--- config.mk ---
export PLATFORM = sky130hd
export DESIGN_NAME = onewire_slave_rx
export DESIGN_NICKNAME = d
export VERILOG_FILES = /design/src/rtl/onewire_pkg.sv /design/src/rtl/onewire_sync.sv /design/src/rtl/onewire_slave_rx.sv
export SDC_FILE = /design/constraint.sdc
export NUM_CORES = 1
export LEC_CHECK = 0
export ABC_CLOCK_PERIOD_IN_PS = 2300
export CAP_MARGIN = 20
export CORE_MARGIN = 2
export CORE_UTILIZATION = 55
export DETAILED_ROUTE_END_ITERATION = 6
export HOLD_SLACK_MARGIN = 0.02
export PLACE_DENSITY = 0.72
export SETUP_SLACK_MARGIN = 0.2
export SYNTH_ARGS = -nofsm -noshare
export SYNTH_HDL_FRONTEND = slang
export SYNTH_HIERARCHICAL = 1
export SYNTH_SLANG_ARGS = --single-unit
--- constraint.sdc ---
create_clock -name clk -period 2.3 [get_ports clk]
set_input_delay 0.69 -clock clk [delete_from_list [all_inputs] [get_ports clk]]
set_output_delay 0.69 -clock clk [all_outputs]
set_load 0.1 [all_outputs]
--- src/rtl/onewire_pkg.sv ---
// onewire_pkg: constants shared by the 1-Wire master transmitter and slave receiver.
// Timing values are in clk cycles. State codes are plain 2-bit constants so the
// package stays usable from legacy code that cannot import enum types.
package onewire_pkg;

  localparam int CNT_W   = 10;   // must hold RST_MIN and PD_LEN

  localparam int T1_MAX  = 15;   // longest low decoded as bit 1
  localparam int T0_MIN  = 45;   // shortest low decoded as bit 0
  localparam int T0_MAX  = 120;  // longest low decoded as bit 0
  localparam int RST_MIN = 480;  // shortest low decoded as bus reset
  localparam int PD_WAIT = 30;   // high cycles before presence drive
  localparam int PD_LEN  = 240;  // presence pulse length

  localparam logic [1:0] IDLE       = 2'd0;
  localparam logic [1:0] MEAS       = 2'd1;
  localparam logic [1:0] PRES_WAIT  = 2'd2;
  localparam logic [1:0] PRES_DRIVE = 2'd3;

endpackage

--- src/rtl/onewire_sync.sv ---
// onewire_sync: 2-FF synchronizer for the raw 1-Wire bus plus fall/rise detect.
// The stages reset low so a bus that is already low when reset releases never
// looks like a falling edge; a bus that is high only produces a harmless rise.
module onewire_sync (
  input  logic clk,
  input  logic rst,
  input  logic bus_i,
  output logic fall_o,
  output logic rise_o
);

  logic meta_q;
  logic sync_q;
  logic prev_q;

  // two synchronizer stages and one history stage for edge detection
  always_ff @(posedge clk or posedge rst) begin
    if (rst) begin
      meta_q <= 1'b0;
      sync_q <= 1'b0;
      prev_q <= 1'b0;
    end else begin
      meta_q <= bus_i;
      sync_q <= meta_q;
      prev_q <= sync_q;
    end
  end

  assign fall_o = prev_q & ~sync_q;
  assign rise_o = sync_q & ~prev_q;

endmodule

--- src/rtl/onewire_slave_rx.sv ---
// onewire_slave_rx: 1-Wire slave receiver. Measures each low pulse on the
// synchronized bus, classifies it (bit 1 / bit 0 / bus reset / error) and
// assembles data bits LSB-first into bytes.
// Build option: define ONEWIRE_SLAVE_PRESENCE_EN to answer a bus reset with a
// presence pulse on bus_pull_low; otherwise bus_pull_low is tied low.
//
// state      | meaning
// IDLE       | bus high, waiting for a falling edge
// MEAS       | bus low, counting low width (saturates at RST_MIN)
// PRES_WAIT  | after reset, counting high cycles before presence drive
// PRES_DRIVE | driving presence low, then waiting for the bus to rise
module onewire_slave_rx
  import onewire_pkg::*;
(
  input  logic       clk,
  input  logic       rst,
  input  logic       bus_in,
  output logic       bus_pull_low,
  output logic       bit_out,
  output logic       bit_valid,
  output logic [7:0] byte_out,
  output logic       byte_valid,
  output logic       rst_det,
  output logic       err
);

  localparam logic [CNT_W-1:0] W_ONE     = CNT_W'(1);
  localparam logic [CNT_W-1:0] W_T1_MAX  = CNT_W'(T1_MAX);
  localparam logic [CNT_W-1:0] W_T0_MIN  = CNT_W'(T0_MIN);
  localparam logic [CNT_W-1:0] W_T0_MAX  = CNT_W'(T0_MAX);
  localparam logic [CNT_W-1:0] W_RST_MIN = CNT_W'(RST_MIN);

  logic bus_fall;
  logic bus_rise;

  onewire_sync u_sync (
    .clk    (clk),
    .rst    (rst),
    .bus_i  (bus_in),
    .fall_o (bus_fall),
    .rise_o (bus_rise)
  );

  logic [1:0]       state_q, state_d;
  logic [CNT_W-1:0] cnt_q, cnt_d;
  // Only 7 history bits are kept: the 8th bit goes straight into byte_out.
  logic [6:0]       shift_q, shift_d;
  logic [2:0]       idx_q, idx_d;
  logic             bit_out_q, bit_out_d;
  logic             bit_valid_q, bit_valid_d;
  logic [7:0]       byte_out_q, byte_out_d;
  logic             byte_valid_q, byte_valid_d;
  logic             rst_det_q, rst_det_d;
  logic             err_q, err_d;

  logic is_one;
  logic is_zero;
  logic is_rst;

  assign is_one  = (cnt_q <= W_T1_MAX);
  assign is_zero = (cnt_q >= W_T0_MIN) && (cnt_q <= W_T0_MAX);
  assign is_rst  = (cnt_q >= W_RST_MIN);

`ifdef ONEWIRE_SLAVE_PRESENCE_EN
  localparam logic [CNT_W-1:0] W_PD_WAIT_M1 = CNT_W'(PD_WAIT - 1);
  localparam logic [CNT_W-1:0] W_PD_LEN     = CNT_W'(PD_LEN);
  logic pull_q, pull_d;
`endif

  // next-state, pulse classification and byte assembly
  always_comb begin
    state_d      = state_q;
    cnt_d        = cnt_q;
    shift_d      = shift_q;
    idx_d        = idx_q;
    bit_out_d    = bit_out_q;
    bit_valid_d  = 1'b0;
    byte_out_d   = byte_out_q;
    byte_valid_d = 1'b0;
    rst_det_d    = 1'b0;
    err_d        = 1'b0;
`ifdef ONEWIRE_SLAVE_PRESENCE_EN
    pull_d       = 1'b0;
`endif
    case (state_q)
      IDLE: begin
        if (bus_fall) begin
          state_d = MEAS;
          cnt_d   = W_ONE;
        end
      end
      MEAS: begin
        // MEAS is only entered on a fall, so the first high sample is a rise
        if (bus_rise) begin
          state_d = IDLE;
          cnt_d   = '0;
          if (is_one || is_zero) begin
            bit_out_d   = is_one;
            bit_valid_d = 1'b1;
            shift_d     = {is_one, shift_q[6:1]};
            idx_d       = idx_q + 3'd1;
            if (idx_q == 3'd7) begin
              byte_out_d   = {is_one, shift_q};
              byte_valid_d = 1'b1;
            end
          end else if (is_rst) begin
            rst_det_d = 1'b1;
            idx_d     = '0;
            shift_d   = '0;
`ifdef ONEWIRE_SLAVE_PRESENCE_EN
            // the classification cycle is already the first high cycle
            state_d   = PRES_WAIT;
            cnt_d     = W_ONE;
`endif
          end else begin
            err_d   = 1'b1;
            idx_d   = '0;
            shift_d = '0;
          end
        end else if (cnt_q != W_RST_MIN) begin
          cnt_d = cnt_q + W_ONE;
        end
      end
`ifdef ONEWIRE_SLAVE_PRESENCE_EN
      PRES_WAIT: begin
        if (bus_fall) begin
          state_d = MEAS;
          cnt_d   = W_ONE;
        end else if (cnt_q == W_PD_WAIT_M1) begin
          state_d = PRES_DRIVE;
          cnt_d   = W_ONE;
          pull_d  = 1'b1;
        end else begin
          cnt_d = cnt_q + W_ONE;
        end
      end
      PRES_DRIVE: begin
        // our own low is never decoded; leave once the bus is released
        if (cnt_q != W_PD_LEN) begin
          cnt_d  = cnt_q + W_ONE;
          pull_d = 1'b1;
        end else if (bus_rise) begin
          state_d = IDLE;
          cnt_d   = '0;
        end
      end
`endif
      default: begin
        state_d = IDLE;
        cnt_d   = '0;
      end
    endcase
  end

  // state, counters and registered outputs
  always_ff @(posedge clk or posedge rst) begin
    if (rst) begin
      state_q      <= IDLE;
      cnt_q        <= '0;
      shift_q      <= '0;
      idx_q        <= '0;
      bit_out_q    <= 1'b0;
      bit_valid_q  <= 1'b0;
      byte_out_q   <= 8'h00;
      byte_valid_q <= 1'b0;
      rst_det_q    <= 1'b0;
      err_q        <= 1'b0;
    end else begin
      state_q      <= state_d;
      cnt_q        <= cnt_d;
      shift_q      <= shift_d;
      idx_q        <= idx_d;
      bit_out_q    <= bit_out_d;
      bit_valid_q  <= bit_valid_d;
      byte_out_q   <= byte_out_d;
      byte_valid_q <= byte_valid_d;
      rst_det_q    <= rst_det_d;
      err_q        <= err_d;
    end
  end

`ifdef ONEWIRE_SLAVE_PRESENCE_EN
  // presence drive register
  always_ff @(posedge clk or posedge rst) begin
    if (rst) pull_q <= 1'b0;
    else     pull_q <= pull_d;
  end
  assign bus_pull_low = pull_q;
`else
  assign bus_pull_low = 1'b0;
`endif

  assign bit_out    = bit_out_q;
  assign bit_valid  = bit_valid_q;
  assign byte_out   = byte_out_q;
  assign byte_valid = byte_valid_q;
  assign rst_det    = rst_det_q;
  assign err        = err_q;

endmodule
==> summary.txt, run 1 <==
Setup path
  – Kind of critical path: flip-flop to flip-flop
  – Cells on worst reg2reg path: 4
  – Critical path endpoint category: flip-flop
  – Critical path depth: 4
  – Critical path's slowest cell: or4_4
  – Worst-path cell chain: or4_1 > or4_4 > a41o_1 > a21o_1
  – WP buf/inv: 0
  – Max incr delay on CP: 560 ps
  – Critical Path AT: 2310 ps
  – Max FO, Critical Path: 8
  – Critical path's top delay family: simple AND/OR/NAND/NOR gates
  – Required @ worst endpoint: 2550 ps
  – Startpoint types: flip-flop

Worst hold path
  – Worst hold path class: flip-flop to flip-flop
  – Hold path cells: 0

Detailed routing
  – Pre-antenna DRT Iters: 4
  – Vias post-DR: 1,620
  – Per-cell routed wire length: 16.5 microns
  – Drt total wl: 4.31 mm
  – Routed Antenna Nets: 0
  – DRT iter0 DRCs: 105
  – DRC errors left: 0
  – Via/cell ratio: 6.21

STA
  – Setup violators final: 0
  – Final Cycle Share: 89.7%
  – Worst Skew: 9.52 ps
  – Final worst slack: 237 ps
  – Tmin final: 2060 ps
  – Hold Vio Cnt, Final: 0
  – Post-Route Setup TNS: 0 ps
  – Max Slew Vio Count: 0
  – RSZ-0062 raised after global routing: no
  – Slew at the pin with the worst max-slew slack: 665 ps
  – Relative slew slack: 55.5%
  – Fmax: 485 MHz

Final layout
  – # fillers: 280
  – Share of layout cells above drive strength 1: 20.0%
  – Synth-to-Final Area Change: 13.5%
  – Non-Filler Instances: 261
  – Final non-filler cell area: 0.00229 sq mm
  – # nets final: 223
  – Most common cell after layout, fill and taps aside: dfrtp_1
  – Footprint of the multi-input gates: 0.00102 sq mm
  – Most frequent cells in the layout: 35 x dfrtp_1, 20 x buf_4, 15 x and2_1
  – Reg area: 928 sq um
  – Antenna diodes: 0

CTS
  – H-tree levels: 2
  – Post-CTS setup buffers: 0
  – Clock latency at the later pin of the worst-skew pair: 350 ps
  – Post-CTS Hold Fix Bufs: 0
  – CTS tree: built
  – CTS Buffer Depth: 2
  – Clk root buf: clkbuf_4
  – CTS clk-pin slew, worst paths: 110 ps
  – PostCTS Resize Cnt: 2
  – TritonCTS Buffers: 5
  – CTS sink count: 37

Logic synthesis
  – Share of Yosys cell area claimed by the top area cell type: 45.9%
  – Async set or reset register ratio after synthesis: 100%
  – Register bit total from synthesis: 37
  – Cells after Synth: 198
  – Ys flop type: dfrtp_1
  – Cell area after synthesis: 0.00202 sq mm
  – Seq/Total Area, Yosys: 45.9%
  – Yosys top cell by area: dfrtp_1
  – Top cells by area, synth: dfrtp_1 46%, and2_1 4.7%, mux2i_1 4.0%
  – Distinct cells, synth: 48
  – Warnings, synthesis: 6
  – Synth Net Count: 207
  – Post-synth EDFFs: 0
  – Synthesized area per cell: 10.2 sq um

Placed design
  – Placed cells: 253
  – Routability cong.: 0.916
  – Hpwl dp: 2.97 mm
  – Area after DPL: 0.00218 sq mm
  – Post-Place Setup Slack: 157 ps
  – Number of buffers added on ports: 15

Floorplan
  – Die Area: 0.00417 sq mm
  – Die W: 64.5 microns
  – Rows: 21
  – Die Ht: 64.5 microns
  – IO Pins: 17
  – Initial Utilization: 59.0%
  – Core area: 0.00342 sq mm

GRT
  – Maximum number of pins on one net before global-route repair: 35
  – Initial antenna violation count: 0
  – Total GRT Usage: 23.5%
  – Global-route wire length before repair: 7.51 mm
  – Congestion Overflow GR: 0
  – Vias in the first global route: 1,577

Outcome
  – Status: finished, final reports clean

Pwr
  – Leakage: 0.00110 uW
  – PwrDens: 956 mW/mm^2
  – Peak supply drop: 0.505 mV
  – Total Power: 2190 uW

Job
  – Max_cap viols: 0
[final cells by class]
cell class	count	share of cell area, %
multi-input cells	142	44.6
flip-flops and latches	37	40.6
clock inverters	2	1.64
inverters	6	0.985
clock buffers	6	2.24
repair buffers	22	7.44
well taps	46	2.52
[cells in the mapped netlist, drive strengths merged, types with 2 or more instances]
cell     instances
nand4            4
clkbuf          10
a31oi            3
inv              6
nand3           10
o211ai           7
o21ai            8
a21oi           14
o2bb2ai          2
xor2             3
and3             5
or3              2
a221oi           7
nand2            5
nor3             2
and2            15
a21o             2
dfrtp           37
nor2b            2
or2              2
or4b             7
nand2b           4
nor2             4
or4              3
nor4             3
mux2i            8
buf              3
ha               6
[metal layers]
| metal | global-route usage (%) | up-vias | wire length (microns) |
|---|---|---|---|
| li1 | - | 777 | - |
| met1 | 32.4 | 792 | 2080 |
| met2 | 36.6 | 44 | 2010 |
| met3 | 4.86 | 7 | 164 |
| met4 | 8.78 | 0 | 56 |
| met5 | 0 | - | 0 |
[flip-flops by register name, summed over array words and instances (netlist names)]
signal         count
u_sync/meta_q      1
state_q            1
byte_valid         1
rst_det            1
byte_out           8
bit_valid          1
shift_q            7
cnt_q             10
u_sync/prev_q      1
err                1
u_sync/sync_q      1
bit_out            1
idx_q              3
[cell families (layout without fill, tap and decap cells)]
family | Yosys count | count (layout) | synth area share [%]
other cells | 1 | 1 | 0.186
flops | 37 | 37 | 45.9
compound gates | 54 | 54 | 18.9
simple gates | 70 | 70 | 21.9
xor+xnor | 3 | 3 | 1.30
mux | 8 | 8 | 3.97
buf+inv | 19 | 36 | 4.10
fa+ha+maj | 6 | 6 | 3.72
[worst paths after layout]
| kind | slack (ps) | from | end |
|---|---|---|---|
| min in group asynchronous | 550 | rst | u_sync/meta_q |
| hold / removal | 370 | u_sync/meta_q | u_sync/sync_q |
| setup / recovery | 240 | cnt_q[2] | cnt_q[5] |
| hold reg to reg | 370 | u_sync/meta_q | u_sync/sync_q |
| setup reg to reg | 240 | cnt_q[2] | cnt_q[5] |
| max in group asynchronous | 1210 | rst | cnt_q[3] |
[report_power, final]
group	internal, uW	leakage [uW]	switching, uW
sequential	801	0.000477	135
clock	258	0.0000445	220
combinational	248	0.000582	524
total	1310	0.00110	879
[worst reg2reg max path, cell delays in order, from the launching register on]
cell and delay [ps]:
dfrtp_2 460, or4_1 530, or4_4 560, a41o_1 260
a21o_1 140
[per-stage QoR]
step           util (%)  hold slack, ps
3_5_place_dp       63.9             341
4_1_cts            66.8             378
6_report           67.0             372
2_1_floorplan         -             331
5_1_grt            67.0             388
3_3_place_gp       63.9             343
No activity file was read; power rests on OpenSTA's default activity.
==> run 2: changes to the inputs <==
--- a/config.mk
+++ b/config.mk
@@ -5,6 +5,7 @@
 export SDC_FILE = /design/constraint.sdc
 export NUM_CORES = 1
 export LEC_CHECK = 0
+export ABC_AREA = 0
 export ABC_CLOCK_PERIOD_IN_PS = 2300
 export CAP_MARGIN = 20
 export CORE_MARGIN = 2
==> results of run 2 <==
Final layout, timing and power as in run 1 (identical DEF).
==> run 3: changes to the inputs <==
--- a/config.mk
+++ b/config.mk
@@ -7,7 +7,6 @@
 export LEC_CHECK = 0
 export ABC_AREA = 0
 export ABC_CLOCK_PERIOD_IN_PS = 2300
-export CAP_MARGIN = 20
 export CORE_MARGIN = 2
 export CORE_UTILIZATION = 55
 export DETAILED_ROUTE_END_ITERATION = 6
==> results of run 3 <==
Final layout, timing and power as in run 1 (identical DEF).
